## src/rtl/seg_pkg.sv

```systemverilog
// Shared constants and types for the 7-segment display scanner.
// All display pins are active-low: a driven 0 lights the segment or digit.
package seg_pkg;

    localparam logic       SEG_ON_LVL    = 1'b0;
    localparam logic       SEG_OFF_LVL   = 1'b1;
    localparam logic       ANODE_OFF_LVL = 1'b1;
    localparam logic       DP_OFF        = 1'b1;
    localparam logic [6:0] SEG_BLANK     = {7{SEG_OFF_LVL}};

    // Segment bundle {a,b,c,d,e,f,g} plus decimal point, as driven on the pins.
    typedef struct packed {
        logic [6:0] seg;
        logic       dp;
    } seg_word_t;

    localparam seg_word_t SEG_WORD_OFF = '{seg: SEG_BLANK, dp: DP_OFF};

endpackage

```

## src/rtl/seg_display_scanner_decode.sv

```systemverilog
// Hex nibble to active-low 7-segment pattern, bit order {a,b,c,d,e,f,g}.
// Purely combinational; the scanner registers its output.
module binaryToSegment
    import seg_pkg::*;
(
    input  logic [3:0] nibble,
    output logic [6:0] seg
);

    always_comb begin
        seg = SEG_BLANK;
        unique case (nibble)
            4'h0: seg = 7'b0000001;
            4'h1: seg = 7'b1001111;
            4'h2: seg = 7'b0010010;
            4'h3: seg = 7'b0000110;
            4'h4: seg = 7'b1001100;
            4'h5: seg = 7'b0100100;
            4'h6: seg = 7'b0100000;
            4'h7: seg = 7'b0001111;
            4'h8: seg = 7'b0000000;
            4'h9: seg = 7'b0000100;
            4'hA: seg = 7'b0001000;
            4'hB: seg = 7'b1100000;
            4'hC: seg = 7'b0110001;
            4'hD: seg = 7'b1000010;
            4'hE: seg = 7'b0110000;
            4'hF: seg = 7'b0111000;
            default: seg = SEG_BLANK;
        endcase
    end

endmodule

```

## src/rtl/seg_display_scanner.sv

```systemverilog
// Time-multiplexed N-digit common-anode 7-segment driver with a double-buffered
// value, anti-ghost blanking at the start of every slot and leading-zero blanking.
module seg_display_scanner
    import seg_pkg::*;
#(
    parameter int NUM_DIGITS   = 4,
    parameter int REFRESH_DIV  = 100000,
    parameter int BLANK_CYCLES = 500
) (
    input  logic                    clk,
    input  logic                    rst_n,
    input  logic [4*NUM_DIGITS-1:0] value_in,
    input  logic                    load,
    input  logic [NUM_DIGITS-1:0]   dp_in,
    input  logic                    lz_en,
    input  logic                    enable,
    output logic [NUM_DIGITS-1:0]   anode_out,
    output logic [6:0]              seg_out,
    output logic                    dp_out
);

    localparam int DIV_W = (REFRESH_DIV > 1) ? $clog2(REFRESH_DIV) : 1;
    localparam int IDX_W = (NUM_DIGITS  > 1) ? $clog2(NUM_DIGITS)  : 1;
    localparam int VAL_W = 4 * NUM_DIGITS;

    localparam logic [NUM_DIGITS-1:0] ANODE_OFF = {NUM_DIGITS{ANODE_OFF_LVL}};
    localparam logic [DIV_W-1:0]      DIV_LAST  = DIV_W'(REFRESH_DIV - 1);
    localparam logic [DIV_W-1:0]      BLANK_END = DIV_W'(BLANK_CYCLES);
    localparam logic [IDX_W-1:0]      IDX_LAST  = IDX_W'(NUM_DIGITS - 1);

    logic [DIV_W-1:0]      div_cnt;
    logic [IDX_W-1:0]      digit_idx;
    logic [VAL_W-1:0]      disp_val;
    logic [VAL_W-1:0]      pend_val;
    logic                  pending;

    logic                  slot_end;
    logic                  frame_end;
    logic [3:0]            nibble;
    logic [6:0]            dec_seg;
    logic [NUM_DIGITS-1:0] upper_zero;
    logic                  lz_blank;
    logic                  lit;
    seg_word_t             word_nxt;
    logic [NUM_DIGITS-1:0] anode_nxt;

    assign slot_end  = (div_cnt == DIV_LAST);
    assign frame_end = slot_end && (digit_idx == IDX_LAST);
    assign nibble    = disp_val[4*digit_idx +: 4];

    // upper_zero[i]: every nibble from digit i up to the most significant is zero.
    always_comb begin
        logic acc;
        acc        = 1'b1;
        upper_zero = '0;
        for (int i = NUM_DIGITS - 1; i >= 0; i--) begin
            acc           = acc && (disp_val[4*i +: 4] == 4'h0);
            upper_zero[i] = acc;
        end
    end

    assign lz_blank = lz_en && (digit_idx != '0) && upper_zero[digit_idx];
    assign lit      = enable && (div_cnt >= BLANK_END) && !lz_blank;

    binaryToSegment u_dec (
        .nibble (nibble),
        .seg    (dec_seg)
    );

    always_comb begin
        word_nxt  = SEG_WORD_OFF;
        anode_nxt = ANODE_OFF;
        if (lit) begin
            word_nxt.seg = dec_seg;
            word_nxt.dp  = ~dp_in[digit_idx];
            anode_nxt    = ~(NUM_DIGITS'(1) << digit_idx);
        end
    end

    always_ff @(posedge clk) begin
        if (!rst_n) begin
            div_cnt   <= '0;
            digit_idx <= '0;
            disp_val  <= '0;
            pend_val  <= '0;
            pending   <= 1'b0;
            anode_out <= ANODE_OFF;
            seg_out   <= SEG_BLANK;
            dp_out    <= DP_OFF;
        end else begin
            div_cnt <= slot_end ? '0 : div_cnt + DIV_W'(1);
            if (slot_end)
                digit_idx <= (digit_idx == IDX_LAST) ? '0 : digit_idx + IDX_W'(1);

            // Display value only changes between frames so a frame never tears.
            if (frame_end) begin
                if (load)
                    disp_val <= value_in;
                else if (pending)
                    disp_val <= pend_val;
                pending <= 1'b0;
            end else if (load) begin
                pend_val <= value_in;
                pending  <= 1'b1;
            end

            anode_out <= anode_nxt;
            seg_out   <= word_nxt.seg;
            dp_out    <= word_nxt.dp;
        end
    end

endmodule

```

## config.mk

```make
export PLATFORM = sky130hd
export DESIGN_NAME = seg_display_scanner
export DESIGN_NICKNAME = d
export VERILOG_FILES = /design/src/rtl/seg_pkg.sv /design/src/rtl/seg_display_scanner_decode.sv /design/src/rtl/seg_display_scanner.sv
export SDC_FILE = /design/constraint.sdc
export NUM_CORES = 1
export LEC_CHECK = 0
export ABC_AREA = 1
export CORE_UTILIZATION = 54
export DETAILED_ROUTE_END_ITERATION = 8
export GPL_TIMING_DRIVEN = 0
export PLACE_DENSITY = 0.77
export REMOVE_ABC_BUFFERS = 1
export SLEW_MARGIN = 20
export SYNTH_ARGS = -nofsm -noshare
export SYNTH_HDL_FRONTEND = slang
export SYNTH_SLANG_ARGS = --single-unit
```

## constraint.sdc

```tcl
create_clock -name clk -period 3.1 [get_ports clk]
set_input_delay 0.465 -clock clk [delete_from_list [all_inputs] [get_ports clk]]
set_output_delay 0.465 -clock clk [all_outputs]
set_load 0.005 [all_outputs]
```

# Yosys cells after proc, flatten, opt, wreduce, memory -nomap -nowiden

Memory sizes are Yosys's and may differ from the RTL's. A register that Yosys moved wholly into a read port is not among the register bits.
Cells that the tools add are included.

Bits in registers: 57
Memories kept: 1
Logic and storage cells: 48
Bits in read-only memories: 112
Input port bits: 25
Output and inout bits: 12

Magnitude comparators: 2
Multiplexer cells: 7
Reductions and logical operators: 21
Shift operators: 2
$add $sub $neg: 2
Bitwise gates (word level): 4
Equality and inequality tests: 2

Memories:

| memory           | depth | bits a word | read ports | clocked after memory_dff | wr ports | line                             | source |
|---|---|---|---|---|---|---|---|
| (name not given) | 16    | 7           | 1          | 1                        | 0        | seg_display_scanner_decode.sv:12 | `unique case (nibble)` |

Operator list:

| cell                                                                                  | count |
|---|---|
| 16-bit two-way mux                                                                    | 2 |
| 17-bit by 1-bit adder with 17-bit output (second input constant)                      | 1 |
| 17-bit == test (second input constant)                                                | 1 |
| 17-bit by 9-bit greater-or-equal comparator with 1-bit output (second input constant) | 1 |
| 4-bit zero test                                                                       | 4 |
| 16-bit by 5-bit indexed part select with 4-bit output                                 | 1 |
| 1-bit logical AND                                                                     | 8 |
| 2-bit AND reduction                                                                   | 3 |
| 1-bit binary-select mux with 2-bit select                                             | 2 |
| 4-bit inverter                                                                        | 1 |
| 2-bit nonzero test                                                                    | 2 |
| 2-bit OR reduction                                                                    | 2 |
| 1-bit by 2-bit << shifter with 4-bit output (first input constant)                    | 1 |
| 2-bit by 3-bit < comparator with 1-bit output (second input constant)                 | 1 |
| 1-bit inverter                                                                        | 3 |
| 2-bit by 1-bit adder with 2-bit output (second input constant)                        | 1 |
| 2-bit == test (second input constant)                                                 | 1 |
| 1-bit zero test                                                                       | 2 |
| 1-bit two-way mux                                                                     | 2 |
| 2-bit two-way mux                                                                     | 1 |

# Logic depth before layout (Yosys ltp)

Gate-level depths: netlist of run 1.

Depth after elaboration: 11
Mapped depth: 12

# Modules after synthesis

Synthesis of run 1 repeated with hierarchy kept, for this count alone.

Cell total of the unflattened synthesis: 483
Area total of the unflattened synthesis: 3427.0 µm²

By module, submodules not included:

| module              | cells an instance | area an instance (µm²) | seq. area each (µm²) | times used |
|---|---|---|---|---|
| seg_display_scanner | 434               | 3153.0                 | 1281.2               | 1 |
| binaryToSegment     | 49                | 274.0                  | 0.0                  | 1 |

# Worst setup path before layout of run 1

Ideal clock, no wire load.

Kind: register to register
Start point: register digit_idx[0]
End point: register seg_out[6]
Cell stages (with the launch flop): 12
Setup slack: 1.476 ns
Arrival time: 1.505 ns
Period minus slack after synthesis: 1.624 ns
Buffers on the path: 1
Cells stage by stage: dfxtp_1 > inv_1 > buf_2 > nand2_1 > nand3_1 > nand2_1 > inv_1 > ha_1 > nand2_1 > nand2_1 > o21ai_0 > nand2_1

Word-level cells in the longest chain between the ends: 7

RTL lines:

| item                                                                            | line                      | source |
|---|---|---|
| start, declared                                                                 | seg_display_scanner.sv:32 | `logic [IDX_W-1:0] digit_idx;` |
| start signal, assigned                                                          | seg_display_scanner.sv:93 | `digit_idx <= (digit_idx == IDX_LAST) ? '0 : digit_idx + IDX_W'(1);` |
| 1-bit binary-select mux with 2-bit select or 2-bit nonzero test (tied branches) | seg_display_scanner.sv:62 | `assign lz_blank = lz_en && (digit_idx != '0) && upper_zero[digit_idx];` |
| 1-bit two-way mux (implied by the code) or 1-bit logical AND (tied branches)    | seg_display_scanner.sv:62 |  |
| 1-bit logical AND                                                               | seg_display_scanner.sv:62 |  |
| 1-bit zero test                                                                 | seg_display_scanner.sv:63 | `assign lit = enable && (div_cnt >= BLANK_END) && !lz_blank;` |
| 1-bit logical AND                                                               | seg_display_scanner.sv:63 |  |
| 2-bit AND reduction (no source line)                                            | --                        |  |
| 1-bit zero test (no source line)                                                | --                        |  |
| end, declared                                                                   | seg_display_scanner.sv:18 | `output logic [6:0] seg_out,` |

Several ways; a longest one is shown, not always the timed one. The select of a mux whose other input is x is not followed.
A chain may end at the register's enable or synchronous reset.

# Final worst setup path of run 1

Start point: register digit_idx[0]
End point: register disp_val[7]

Word-level cells in the longest chain between the ends: 3

RTL lines:

| item                                 | line                       | source |
|---|---|---|
| 2-bit == test                        | seg_display_scanner.sv:48  | `assign frame_end = slot_end && (digit_idx == IDX_LAST);` |
| 1-bit logical AND                    | seg_display_scanner.sv:48  |  |
| 2-bit AND reduction (no source line) | --                         |  |
| end signal, assigned                 | seg_display_scanner.sv:98  | `disp_val <= value_in;` |
| end signal, assigned                 | seg_display_scanner.sv:100 | `disp_val <= pend_val;` |
| end, declared                        | seg_display_scanner.sv:33  | `logic [VAL_W-1:0] disp_val;` |

No other way between the ends.

==> flow_metrics.env, run 1 <==
export IMPL_status="completed"
export IMPL_p_leak_nw=1.67
export IMPL_fp_coreArea_sq_mm=0.00596
export IMPL_cp_required_ns=3.38
export IMPL_netlist_instances=485
export IMPL_die_w_um=81.0
export IMPL_ir_drop_mv=0.332
export IMPL_worst_setup_path_end_kind="flop"
export IMPL_p_per_area_mw_per_mm2=448
export IMPL_ys_flop_type="dfxtp_1"
export IMPL_synth_area_leaders="dfxtp_1 (38%), nand2_1 (12%), nor2_1 (10%)"
export IMPL_cp_arrival_ns=2.97
export IMPL_fin_area_sq_mm=0.00392
export IMPL_place_ws_ns=0.394
export IMPL_hold_violations=0
export IMPL_clock_latency_ns=0.35
export IMPL_synth_avg_cell_area_sq_um=6.94
export IMPL_io_pins=37
export IMPL_r2r_start="digit_idx[0]"
export IMPL_crit_path_start="digit_idx[0]"
export IMPL_postPlaceCellArea_sq_mm=0.00370
export IMPL_cts_tree="built"
export IMPL_postLayoutSetupSlackWorst_ns=0.407
export IMPL_diodes=0
export IMPL_cts_sinks=64
export IMPL_timing_slew_headroom=0.478
export IMPL_io_buffers=36
export IMPL_drtAntennaViolNets=0
export IMPL_multi_input_area_sq_mm=0.00179
export IMPL_vias_per_cell=5.23
export IMPL_start_util=0.565
export IMPL_grt_max_degree=37
export IMPL_finalCritPeriodShare=0.869
export IMPL_tightest_slew_ns=0.784
export IMPL_crit_path_start_kind="flop"
export IMPL_grt_first_pass_wirelength_um=11600
export IMPL_finalSetupViolations=0
export IMPL_clk_pin_slew_worst_paths_ns=0.07
export IMPL_seqCellArea_sq_mm=0.00128
export IMPL_seq_area_frac_synth=0.381
export IMPL_ys_ff_latch=64
export IMPL_min_delay_start="div_cnt[0]"
export IMPL_synth_edff_count=0
export IMPL_setup_tns_ns=0
export IMPL_cap_violations=0
export IMPL_synth_top_area_frac=0.381
export IMPL_yosys_warnings=0
export IMPL_async_flop_share=0
export IMPL_worstHoldPathType="reg2reg"
export IMPL_dpl_hpwl_um=4570
export IMPL_power_mw=1.76
export IMPL_synth_area_sq_mm=0.00337
export IMPL_die_h_um=81.0
export IMPL_final_util=0.658
export IMPL_gr_total_overflow=0
export IMPL_area_growth_pct=16.5
export IMPL_wl_per_cell_um=11.3
export IMPL_root_buffer="clkbuf_8"
export IMPL_num_vias=3083
export IMPL_fin_crit_ns=2.69
export IMPL_yosys_top_cells_count="nand2_1 (112), nor2_1 (92), dfxtp_1 (64), nand3_1 (39), inv_1 (38)"
export IMPL_cts_resized=0
export IMPL_layout_cells_non_filler=589
export IMPL_slew_violations=0
export IMPL_synth_cell_type_count=29
export IMPL_gr_usage_all_layers=0.231
export IMPL_yosysMostFrequentCell="nand2_1"
export IMPL_htree_levels=3
export IMPL_fp_dieArea_sq_mm=0.00655
export IMPL_cp_max_fo=34
export IMPL_synth_area_leader_cell="dfxtp_1"
export IMPL_first_iter_violations=152
export IMPL_antenna_found_initial=0
export IMPL_dp_cells=573
export IMPL_skew_ns=0.00830
export IMPL_drive_gt1_frac=0.0564
export IMPL_fin_nets=546
export IMPL_crit_type="reg2reg"
export IMPL_cts_hold_fix_buffers=0
export IMPL_wirelength_um=6670
export IMPL_rsz0062_at_grt="false"
export IMPL_max_freq_mhz=371
export IMPL_clockBufferDepth=2
export IMPL_globalplace_congestion=0.848
export IMPL_cts_inserted_buffers=9
export IMPL_postCtsSetupBuffers=0
export IMPL_fillers=552
export IMPL_rows=28
export IMPL_whs_ns=0.475
export IMPL_post_route_drc_count=0
export IMPL_drt_pass1_iter_count=4
export IMPL_grt_pass1_vias=2679
path summary, 6_finish.rpt:
path,slack (ns),end,depth (start not counted)
hold reg to reg,0.47,div_cnt[0],1
hold / removal,0.47,div_cnt[0],1
setup reg to reg,0.41,disp_val[7],5
setup / recovery,0.41,disp_val[7],5
registers in the layout, summed over array words and instances (netlist names):
signal / cells
digit_idx: 2
div_cnt: 17
disp_val: 16
pend_val: 16
seg_out: 7
dp_out: 1
anode_out: 4
pending: 1
placed cells by master, fill, tap and decap left out, types with 3 or more instances in the layout:
| master | n |
|---|---|
| dfxtp_1 | 64 |
| ha_1 | 12 |
| xor2_1 | 7 |
| clkdlybuf4s50_1 | 34 |
| nor3_1 | 4 |
| inv_2 | 4 |
| nor2_1 | 92 |
| mux2i_1 | 16 |
| inv_1 | 38 |
| nand3_1 | 39 |
| clkbuf_8 | 9 |
| nand2_1 | 112 |
| clkinvlp_4 | 3 |
| a21oi_1 | 24 |
| nand4_1 | 21 |
| nor2_4 | 3 |
| o21ai_0 | 12 |
critical path, cell delays in order, from the launching register on:
cell,delay (ns)
dfxtp_1,0.62
ha_1,0.76
nand4_4,0.56
nor2_4,0.49
nor2_1,0.07
nor2_1,0.11
cell type report:
cell class                 instances  area share
tap                               75      0.0239
clock inverter                     7      0.0246
sequential                        64       0.327
timing repair buffer              37      0.0944
inverter                          44      0.0421
clock buffer                       9      0.0316
multi-input combinational        353       0.457
logic make-up after synthesis:
logic type	Yosys count	share of synthesized area
buffers and inverters	68	0.0874
XOR/XNOR	9	0.0234
AND/OR/NAND/NOR	275	0.353
AO/OA/AOI/OAI	41	0.0636
multiplexers	16	0.0476
adder cells (fa/ha/maj)	12	0.0446
flip-flops	64	0.381
layer usage:
layer / global-route usage / share of wire
met1: 0.279 / 0.46
met2: 0.384 / 0.47
met3: 0.0449 / 0.042
met4: 0.125 / 0.022
met5: 0 / 0
report_power, final:
group | switching (mW) | total, mW | internal (mW)
clock network | 0.336 | 0.787 | 0.452
logic | 0.0601 | 0.120 | 0.0597
registers | 0.00987 | 0.850 | 0.840
total | 0.406 | 1.76 | 1.35
Power figures use the tool's default switching activity.
==> run 2, diff against run 1 <==
--- a/config.mk
+++ b/config.mk
@@ -6,6 +6,7 @@
 export NUM_CORES = 1
 export LEC_CHECK = 0
 export ABC_AREA = 1
+export CORE_MARGIN = 1.5
 export CORE_UTILIZATION = 54
 export DETAILED_ROUTE_END_ITERATION = 8
 export GPL_TIMING_DRIVEN = 0
@@ -15,3 +16,4 @@
 export SYNTH_ARGS = -nofsm -noshare
 export SYNTH_HDL_FRONTEND = slang
 export SYNTH_SLANG_ARGS = --single-unit
+export TNS_END_PERCENT = 20
==> run 2 against run 1 <==
Register-to-register slack got worse by 0.07 ns. First-iteration DRC count fell by 30%. Largest power group unchanged. Sequential share of layout area rose by 0.16 points. Via count fell by 2.4%. Largest cell class unchanged. Highest routed layer unchanged. Clock-buffer cell count rose by 2. Critical path depth did not move. Routed wire length fell by 0.13%. Worst hold slack got worse by 0.0066 ns. Utilization fell by 0.32 points. Critical path type unchanged. Global-route usage fell by 1.8 points. Non-clock buffer count did not move.
==> flow_metrics.env, run 2 (synthesis gave the netlist of run 1 again) <==
export IMPL_postLayoutSetupSlackWorst_ns=0.333
export IMPL_die_w_um=82.0
export IMPL_power_frac_comb=0.069
export IMPL_hold_path_depth=1
export IMPL_diodes=0
export IMPL_largest_reg_flops=17
export IMPL_cp_common_cell="nor2_1"
export IMPL_antenna_found_initial=0
export IMPL_power_switching_mw=0.377
export IMPL_r2r_start="digit_idx[0]"
export IMPL_holdPathEnd="div_cnt[0]"
export IMPL_crit_chain="ha_1 -> nand4_4 -> nor2_4 -> nor2_1 -> nor2_1"
export IMPL_globalplace_congestion=0.876
export IMPL_final_util=0.655
export IMPL_rsz0062_at_grt="false"
export IMPL_max_stage_delay_ns=0.79
export IMPL_io_pins=37
export IMPL_whs_ns=0.468
export IMPL_clock_latency_ns=0.34
export IMPL_clk_pin_slew_worst_paths_ns=0.07
export IMPL_cpMaxStageDelayCell="ha_1"
export IMPL_die_h_um=82.0
export IMPL_crit_type="reg2reg"
export IMPL_gr_usage_all_layers=0.213
export IMPL_first_iter_violations=106
export IMPL_fin_nets=546
export IMPL_power_mw=1.72
export IMPL_skew_ns=0.00797
export IMPL_htree_levels=3
export IMPL_finalSetupViolations=0
export IMPL_hold_violations=0
export IMPL_p_sw_frac=0.219
export IMPL_cts_resized=0
export IMPL_cts_hold_fix_buffers=0
export IMPL_p_per_area_mw_per_mm2=442
export IMPL_drtAntennaViolNets=0
export IMPL_layout_commonest_cell="nand2_1"
export IMPL_ir_drop_mv=0.271
export IMPL_gr_total_overflow=0
export IMPL_max_freq_mhz=361
export IMPL_area_growth_pct=15.9
export IMPL_drive_gt1_frac=0.0507
export IMPL_io_buffers=36
export IMPL_p_leak_nw=1.68
export IMPL_worstHoldPathType="reg2reg"
export IMPL_reg_largest_list="div_cnt: 17 flops, disp_val: 16 flops, pend_val: 16 flops"
export IMPL_place_ws_ns=0.346
export IMPL_fp_dieArea_sq_mm=0.00672
export IMPL_r2r_cells=5
export IMPL_worst_setup_path_end_kind="flop"
export IMPL_r2r_slack_ns=0.33
export IMPL_final_cell_mix="nand2_1 (112), nor2_1 (92), dfxtp_1 (64), nand3_1 (39), inv_1 (38)"
export IMPL_post_route_drc_count=0
export IMPL_grt_max_degree=37
export IMPL_cp_arrival_ns=3.04
export IMPL_wl_per_cell_um=11.3
export IMPL_power_clock_fraction=0.437
export IMPL_cp_required_ns=3.37
export IMPL_num_vias=3008
export IMPL_grt_pass1_vias=2588
export IMPL_start_util=0.565
export IMPL_fp_coreArea_sq_mm=0.00596
export IMPL_min_delay_start="div_cnt[0]"
export IMPL_wirelength_um=6660
export IMPL_tightest_slew_ns=0.808
export IMPL_cts_tree="built"
export IMPL_p_int_mw=1.35
export IMPL_postCtsSetupBuffers=0
export IMPL_status="completed"
export IMPL_slew_violations=0
export IMPL_timing_slew_headroom=0.462
export IMPL_r2r_end="disp_val[3]"
export IMPL_cts_inserted_buffers=9
export IMPL_root_buffer="clkbuf_8"
export IMPL_rows=28
export IMPL_clockBufferDepth=2
export IMPL_cp_max_fo=34
export IMPL_dpl_hpwl_um=4630
export IMPL_cap_violations=0
export IMPL_vias_per_cell=5.12
export IMPL_regMostFlops="div_cnt"
export IMPL_cts_sinks=64
export IMPL_grt_first_pass_wirelength_um=11100
export IMPL_finalCritPeriodShare=0.892
export IMPL_fin_crit_ns=2.77
export IMPL_crit_path_start_kind="flop"
export IMPL_setup_tns_ns=0
export IMPL_drt_pass1_iter_count=4
export IMPL_p_seq_frac=0.494
run 2: changes by cell type in the layout (fill, tap and decap cells not counted), sizes merged:
| cell | change |
|---|---|
| clkbuf | +2 |
| clkinvlp | -3 |
run 2: per-stage QoR:
| stage | std cells | instance area [sq um] |
|---|---|---|
| 5_1_grt | 588 | 3900 |
| 4_1_cts | 588 | 3900 |
| 3_5_place_dp | 573 | 3700 |
| 6_report | 588 | 3900 |
| 3_3_place_gp | 572 | 3690 |
| 2_1_floorplan | 461 | 3240 |
run 2: layout make-up:
| class | count | area [sq um] |
|---|---|---|
| clock buffers | 11 | 131 |
| clock inverters | 4 | 70.1 |
| fillers | 557 | 2050 |
| inverters | 44 | 165 |
| multi-input cells | 353 | 1790 |
| flip-flops and latches | 64 | 1280 |
| well taps | 75 | 93.8 |
| repair buffers | 37 | 370 |
run 2: critical path, delay by kind of cell, from the launching register on:
family / cells / cell delay, ns
flip-flops: 1 / 0.67
adder cells (fa/ha/maj): 1 / 0.79
AND/OR/NAND/NOR: 4 / 1.23
run 2: worst max path at each step:
stage	start	to	depth (start not counted)
after detailed placement	digit_idx[0]	disp_val[3]	5
final	digit_idx[0]	disp_val[3]	5
after global placement	load	disp_val[11]	6
after CTS	digit_idx[0]	disp_val[9]	5
after floorplan	digit_idx[0]	disp_val[0]	5
after global routing	digit_idx[0]	disp_val[10]	5
run 2: power by group through the flow:
stage	logic, mW	clock network, mW	registers, mW
2_1_floorplan	0.0597	0	0.867
3_5_place_dp	0.120	0	0.869
5_1_grt	0.134	0.799	0.852
4_1_cts	0.120	0.769	0.851
3_3_place_gp	0.118	0	0.868
6_report	0.119	0.753	0.851
run 2: metal layers:
metal / GRT usage / wire (um) / part of all wire
met1: 0.271 / 3310 / 0.50
met2: 0.343 / 3020 / 0.45
met3: 0.0400 / 234 / 0.035
met4: 0.103 / 108 / 0.016
met5: 0 / 0 / 0
==> run 3, diff against run 2 <==
--- a/config.mk
+++ b/config.mk
@@ -6,6 +6,7 @@
 export NUM_CORES = 1
 export LEC_CHECK = 0
 export ABC_AREA = 1
+export ABC_CLOCK_PERIOD_IN_PS = 3100
 export CORE_MARGIN = 1.5
 export CORE_UTILIZATION = 54
 export DETAILED_ROUTE_END_ITERATION = 8
==> results of run 3 <==
The final DEF is identical to that of run 2; final timing and power are the same.
==> RTL edit 1, RTL diff (flow settings as in run 2) <==
`NUM_DIGITS`: 4 -> 2.
--- a/src/rtl/seg_display_scanner.sv
+++ b/src/rtl/seg_display_scanner.sv
@@ -4,5 +4,5 @@
     import seg_pkg::*;
 #(
-    parameter int NUM_DIGITS   = 4,
+    parameter int NUM_DIGITS   = 2,
     parameter int REFRESH_DIV  = 100000,
     parameter int BLANK_CYCLES = 500
Interface: changed (resized anode_out, dp_in and value_in); port bits go from 37 to 25. No check against the original RTL was run, so the function may have changed too.
==> RTL edit 1 against run 2 <==
Worst setup slack gained 370 ps; combinational power shrank 38%; synthesized area shrank 28%; power shrank 39%; sequential cell count shrank 19; wire length shrank 33%; cell area shrank 30%; largest cell class unchanged.
==> RTL edit 1: results <==
export IMPL_avgViaCountPerCell=5.22
export IMPL_grt_pass1_wl_um=7980
export IMPL_largestRegisters="div_cnt: 17 flops, disp_val: 8 flops, pend_val: 8 flops"
export IMPL_synth_seq_area_share_pct=37.2
export IMPL_ir_worst_vdd_mv=0.233
export IMPL_port_buffers=24
export IMPL_reg2reg_depth=9
export IMPL_hold_path_endpoint="div_cnt[15]"
export IMPL_worstHoldStart="div_cnt[15]"
export IMPL_status="finished clean"
export IMPL_finalWeightedCongestion=0.855
export IMPL_p_leak_nw=1.05
export IMPL_reg2reg_to="seg_out[6]"
export IMPL_synth_common_cells="60 x nor2_1, 55 x nand2_1, 45 x dfxtp_1"
export IMPL_root_buffer="clkbuf_8"
export IMPL_grt_use_total_pct=19.8
export IMPL_grt_pass1_vias=1816
export IMPL_antenna_found_initial=0
export IMPL_cts_setup_buffers=0
export IMPL_drive_above_1_share_pct=11.7
export IMPL_ys_flop_type="dfxtp_1"
export IMPL_synth_yosys_warnings=0
export IMPL_arrival_ps=2570
export IMPL_holdPathStages=2
export IMPL_clkTransAtPathRegs_ps=80
export IMPL_yosysUniqueCellTypes=32
export IMPL_dpl_hpwl_um=3160
export IMPL_cts_buffers=5
export IMPL_worstSkewPairLatency_ps=300
export IMPL_htree_levels=2
export IMPL_fillCellCount=392
export IMPL_post_drt_wl_per_cell_um=11.3
export IMPL_nNetsFinal=364
export IMPL_first_iter_violations=126
export IMPL_ys_top_cells_by_area="dfxtp_1 37%, nor2_1 9.3%, nand2_1 8.5%, nand3_1 5.2%, inv_1 5.0%"
export IMPL_grt_max_degree=26
export IMPL_worst_pin_slew_ps=751
export IMPL_hold_class="flip-flop to flip-flop"
export IMPL_reg2reg_slack_ps=700
export IMPL_cp_max_fo=18
export IMPL_holdBufCountCts=0
export IMPL_r2r_start="digit_idx"
export IMPL_fin_skew_ps=5.04
==> RTL edit 1: changes by cell type after synthesis, moves of 14 or more <==
cell | before | now
nand2_1 | 112 | 55
nor2_1 | 92 | 60
dfxtp_1 | 64 | 45
a21oi_1 | 24 | 6
nand3_1 | 39 | 25
==> RTL edit 1: power breakdown <==
part           switching [mW]  internal, mW
clock                   0.199         0.176
sequential            0.00862         0.589
combinational          0.0372        0.0365
total                   0.245         0.802
==> RTL edit 1: cell type report <==
cell class | count | share of cell area (%)
clock buffers | 6 | 3.00
flip-flops and latches | 45 | 32.8
multi-input cells | 228 | 48.0
repair buffers | 24 | 8.55
clock inverters | 1 | 0.273
well taps | 52 | 2.37
inverters | 37 | 5.05
==> RTL edit 1: worst max-delay path by stage <==
| stage | depth (start not counted) | slack [ps] | endpoint |
|---|---|---|---|
| finish | 9 | 700 | seg_out[6] |
| global placement | 6 | 480 | disp_val[7] |
| CTS | 9 | 680 | seg_out[6] |
| floorplan | 9 | 1060 | seg_out[6] |
| detailed placement | 6 | 430 | disp_val[4] |
| global route | 9 | 420 | seg_out[3] |
==> RTL edit 1: kinds of logic (layout without fill, tap and decap cells) <==
logic type	count (synthesis)	count (layout)	share of synthesized area, %
buf+inv	46	68	8.32
mux	8	8	3.31
fa+ha+maj	8	8	4.13
xor+xnor	7	7	2.53
flops	45	45	37.2
simple gates	177	177	35.6
compound gates	28	28	8.88
==> RTL edit 1: metrics by stage <==
step	power [mW]	std cells	hold WS, ps	cell area (µm²)	setup WS (ps)
2_1_floorplan	0.650	310	439	2360	1060
3_3_place_gp	0.684	386	450	2670	480
3_5_place_dp	0.687	386	459	2670	430
4_1_cts	1.06	393	472	2760	684
5_1_grt	1.08	393	492	2750	416
6_report	1.05	393	467	2750	702
==> RTL edit 1: worst max-delay path, stage by stage, from the launching register on <==
cell and delay, ps:
dfxtp_1 800, inv_2 130, or2_0 220, o21ai_0 280, inv_1 140, ha_1 270
inv_1 80, nor2_1 60, o21ai_0 180, nand4_1 100
==> RTL edit 1: per-layer routing <==
metal  up-vias  track usage (%)  wire, µm
li1       1077                -         -
met1       913             26.0      2170
met2        56             32.1      2000
met3         5             3.61       212
met4         0             8.12        69
met5         -                0         0
==> RTL edit 2, RTL diff (settings of run 2) <==
Made on the original files. The output `seg_out` loses its register stage (`seg_out` becomes a continuous assignment).
--- a/src/rtl/seg_display_scanner.sv
+++ b/src/rtl/seg_display_scanner.sv
@@ -86,5 +86,4 @@
             pending   <= 1'b0;
             anode_out <= ANODE_OFF;
-            seg_out   <= SEG_BLANK;
             dp_out    <= DP_OFF;
         end else begin
@@ -106,9 +105,10 @@
 
             anode_out <= anode_nxt;
-            seg_out   <= word_nxt.seg;
             dp_out    <= word_nxt.dp;
         end
     end
 
+    assign seg_out = word_nxt.seg;
+
 endmodule
 
Function: same outputs for any inputs over 10 cycles, from zero or initial values and one cycle with rst_n low; that may be too few to reach the edited logic, so the function may still have changed.
==> RTL edit 2 against run 2 <==
Clock skew is essentially flat; global-route usage rose by 2.0 points; core utilization is 2.0 points higher; wire length up 1.4%; critical path depth grew 6; synthesized area fell by 4.8%; worst setup slack worse by 120 ps; first-iteration DRC count rose by 35%; power is 9.8% lower; sequential cell count is 7 lower; die area fell by 4.7%; cell area fell by 2.9%; critical endpoint is now seg_out[5].
==> RTL edit 2: results <==
export IMPL_p_leak_nw=1.65
export IMPL_nNetsFinal=543
export IMPL_synth_common_cells="110 x nand2_1, 97 x nor2_1, 57 x dfxtp_1"
export IMPL_avgViaCountPerCell=5.19
export IMPL_finalWeightedCongestion=0.929
export IMPL_dr_wl_met3_um=413
export IMPL_grt_use_met2_pct=37.4
export IMPL_post_drt_wl_per_cell_um=11.6
export IMPL_ys_top_cells_by_area="dfxtp_1 36%, nand2_1 13%, nor2_1 11%, nand3_1 7.3%, mux2i_1 5.0%"
export IMPL_synth_fa_ha_area_share_pct=4.69
export IMPL_ir_worst_vdd_mv=0.362
export IMPL_status="finished clean"
export IMPL_crit_family="buffers and inverters"
export IMPL_arrival_ps=2420
export IMPL_drive_above_1_share_pct=7.24
export IMPL_reg2reg_to="disp_val[15]"
export IMPL_cpMaxStageDelayCell="clkdlybuf4s50_1"
export IMPL_cp_max_fo=11
export IMPL_synth_xor_area_share_pct=2.46
export IMPL_grt_pass1_wl_um=11600
export IMPL_fillCellCount=505
export IMPL_use_met3_pct=6.86
export IMPL_synth_seq_area_share_pct=35.6
export IMPL_vias=3026
export IMPL_grtUsageMet1_pct=28.9
export IMPL_synth_mux_area_share_pct=5.00
export IMPL_synth_compound_area_share_pct=5.98
export IMPL_grt_use_total_pct=23.3
export IMPL_r2r_start="digit_idx[1]"
export IMPL_worst_pin_slew_ps=769
export IMPL_fin_skew_ps=8.35
export IMPL_grt_pass1_vias=2715
export IMPL_p_int_mw=1.18
RTL edit 2: cell count changes after synthesis, sizes merged, moves of 2 or more:
| cell | delta |
|---|---|
| dfxtp | -7 |
| nor3 | -3 |
| nor2 | +4 |
| nand2 | -2 |
| nand3 | +8 |
| buf | -3 |
| o21ai | -5 |
RTL edit 2: power by group through the flow:
stage	combinational (mW)	sequential, mW	clock, mW
finish	0.120	0.760	0.674
global route	0.136	0.762	0.716
CTS	0.121	0.761	0.687
detailed placement	0.121	0.777	0
global placement	0.119	0.776	0
floorplan	0.0602	0.775	0
RTL edit 2: timing repair:
item | CTS | global route
setup buffers | 2 | 2
endpoints found under the setup margin | 7 | 7
gates resized for setup | 2 | 5
hold endpoints to repair | 0 | 0
pin swaps | 0 | 0
RTL edit 2: worst max-delay path by stage:
stage / end / startpoint / slack, ps / cells past startpoint
floorplan: seg_out[3] / digit_idx[0] / 950 / 10
global placement: disp_val[13] / load / -340 / 6
detailed placement: seg_out[3] / digit_idx[0] / 150 / 11
CTS: seg_out[1] / digit_idx[0] / 50 / 10
global route: seg_out[6] / digit_idx[0] / -0.8 / 11
finish: seg_out[5] / digit_idx[0] / 210 / 11
RTL edit 2: final cells by class:
type	instances	share of cell area [%]
multi-input combinational	355	47.6
timing repair buffer	41	10.6
tap	72	2.38
clock inverter	6	1.55
sequential	57	30.3
clock buffer	10	3.37
inverter	42	4.26
RTL edit 2: worst register-to-register path: stages (launching register included):
cell     delay [ps]
dfxtp_2         440
ha_1            700
nand4_4         570
nor2_4          500
nor2_1           80
nor2_1          120
RTL edit 2: stage by stage:
stage	hold WS (ps)	setup slack (ps)	setup TNS, ps
2_1_floorplan	430	948	0
3_3_place_gp	443	-340	-5230
4_1_cts	476	47.6	0
5_1_grt	505	-0.824	-0.824
3_5_place_dp	460	151	0
6_report	473	214	0
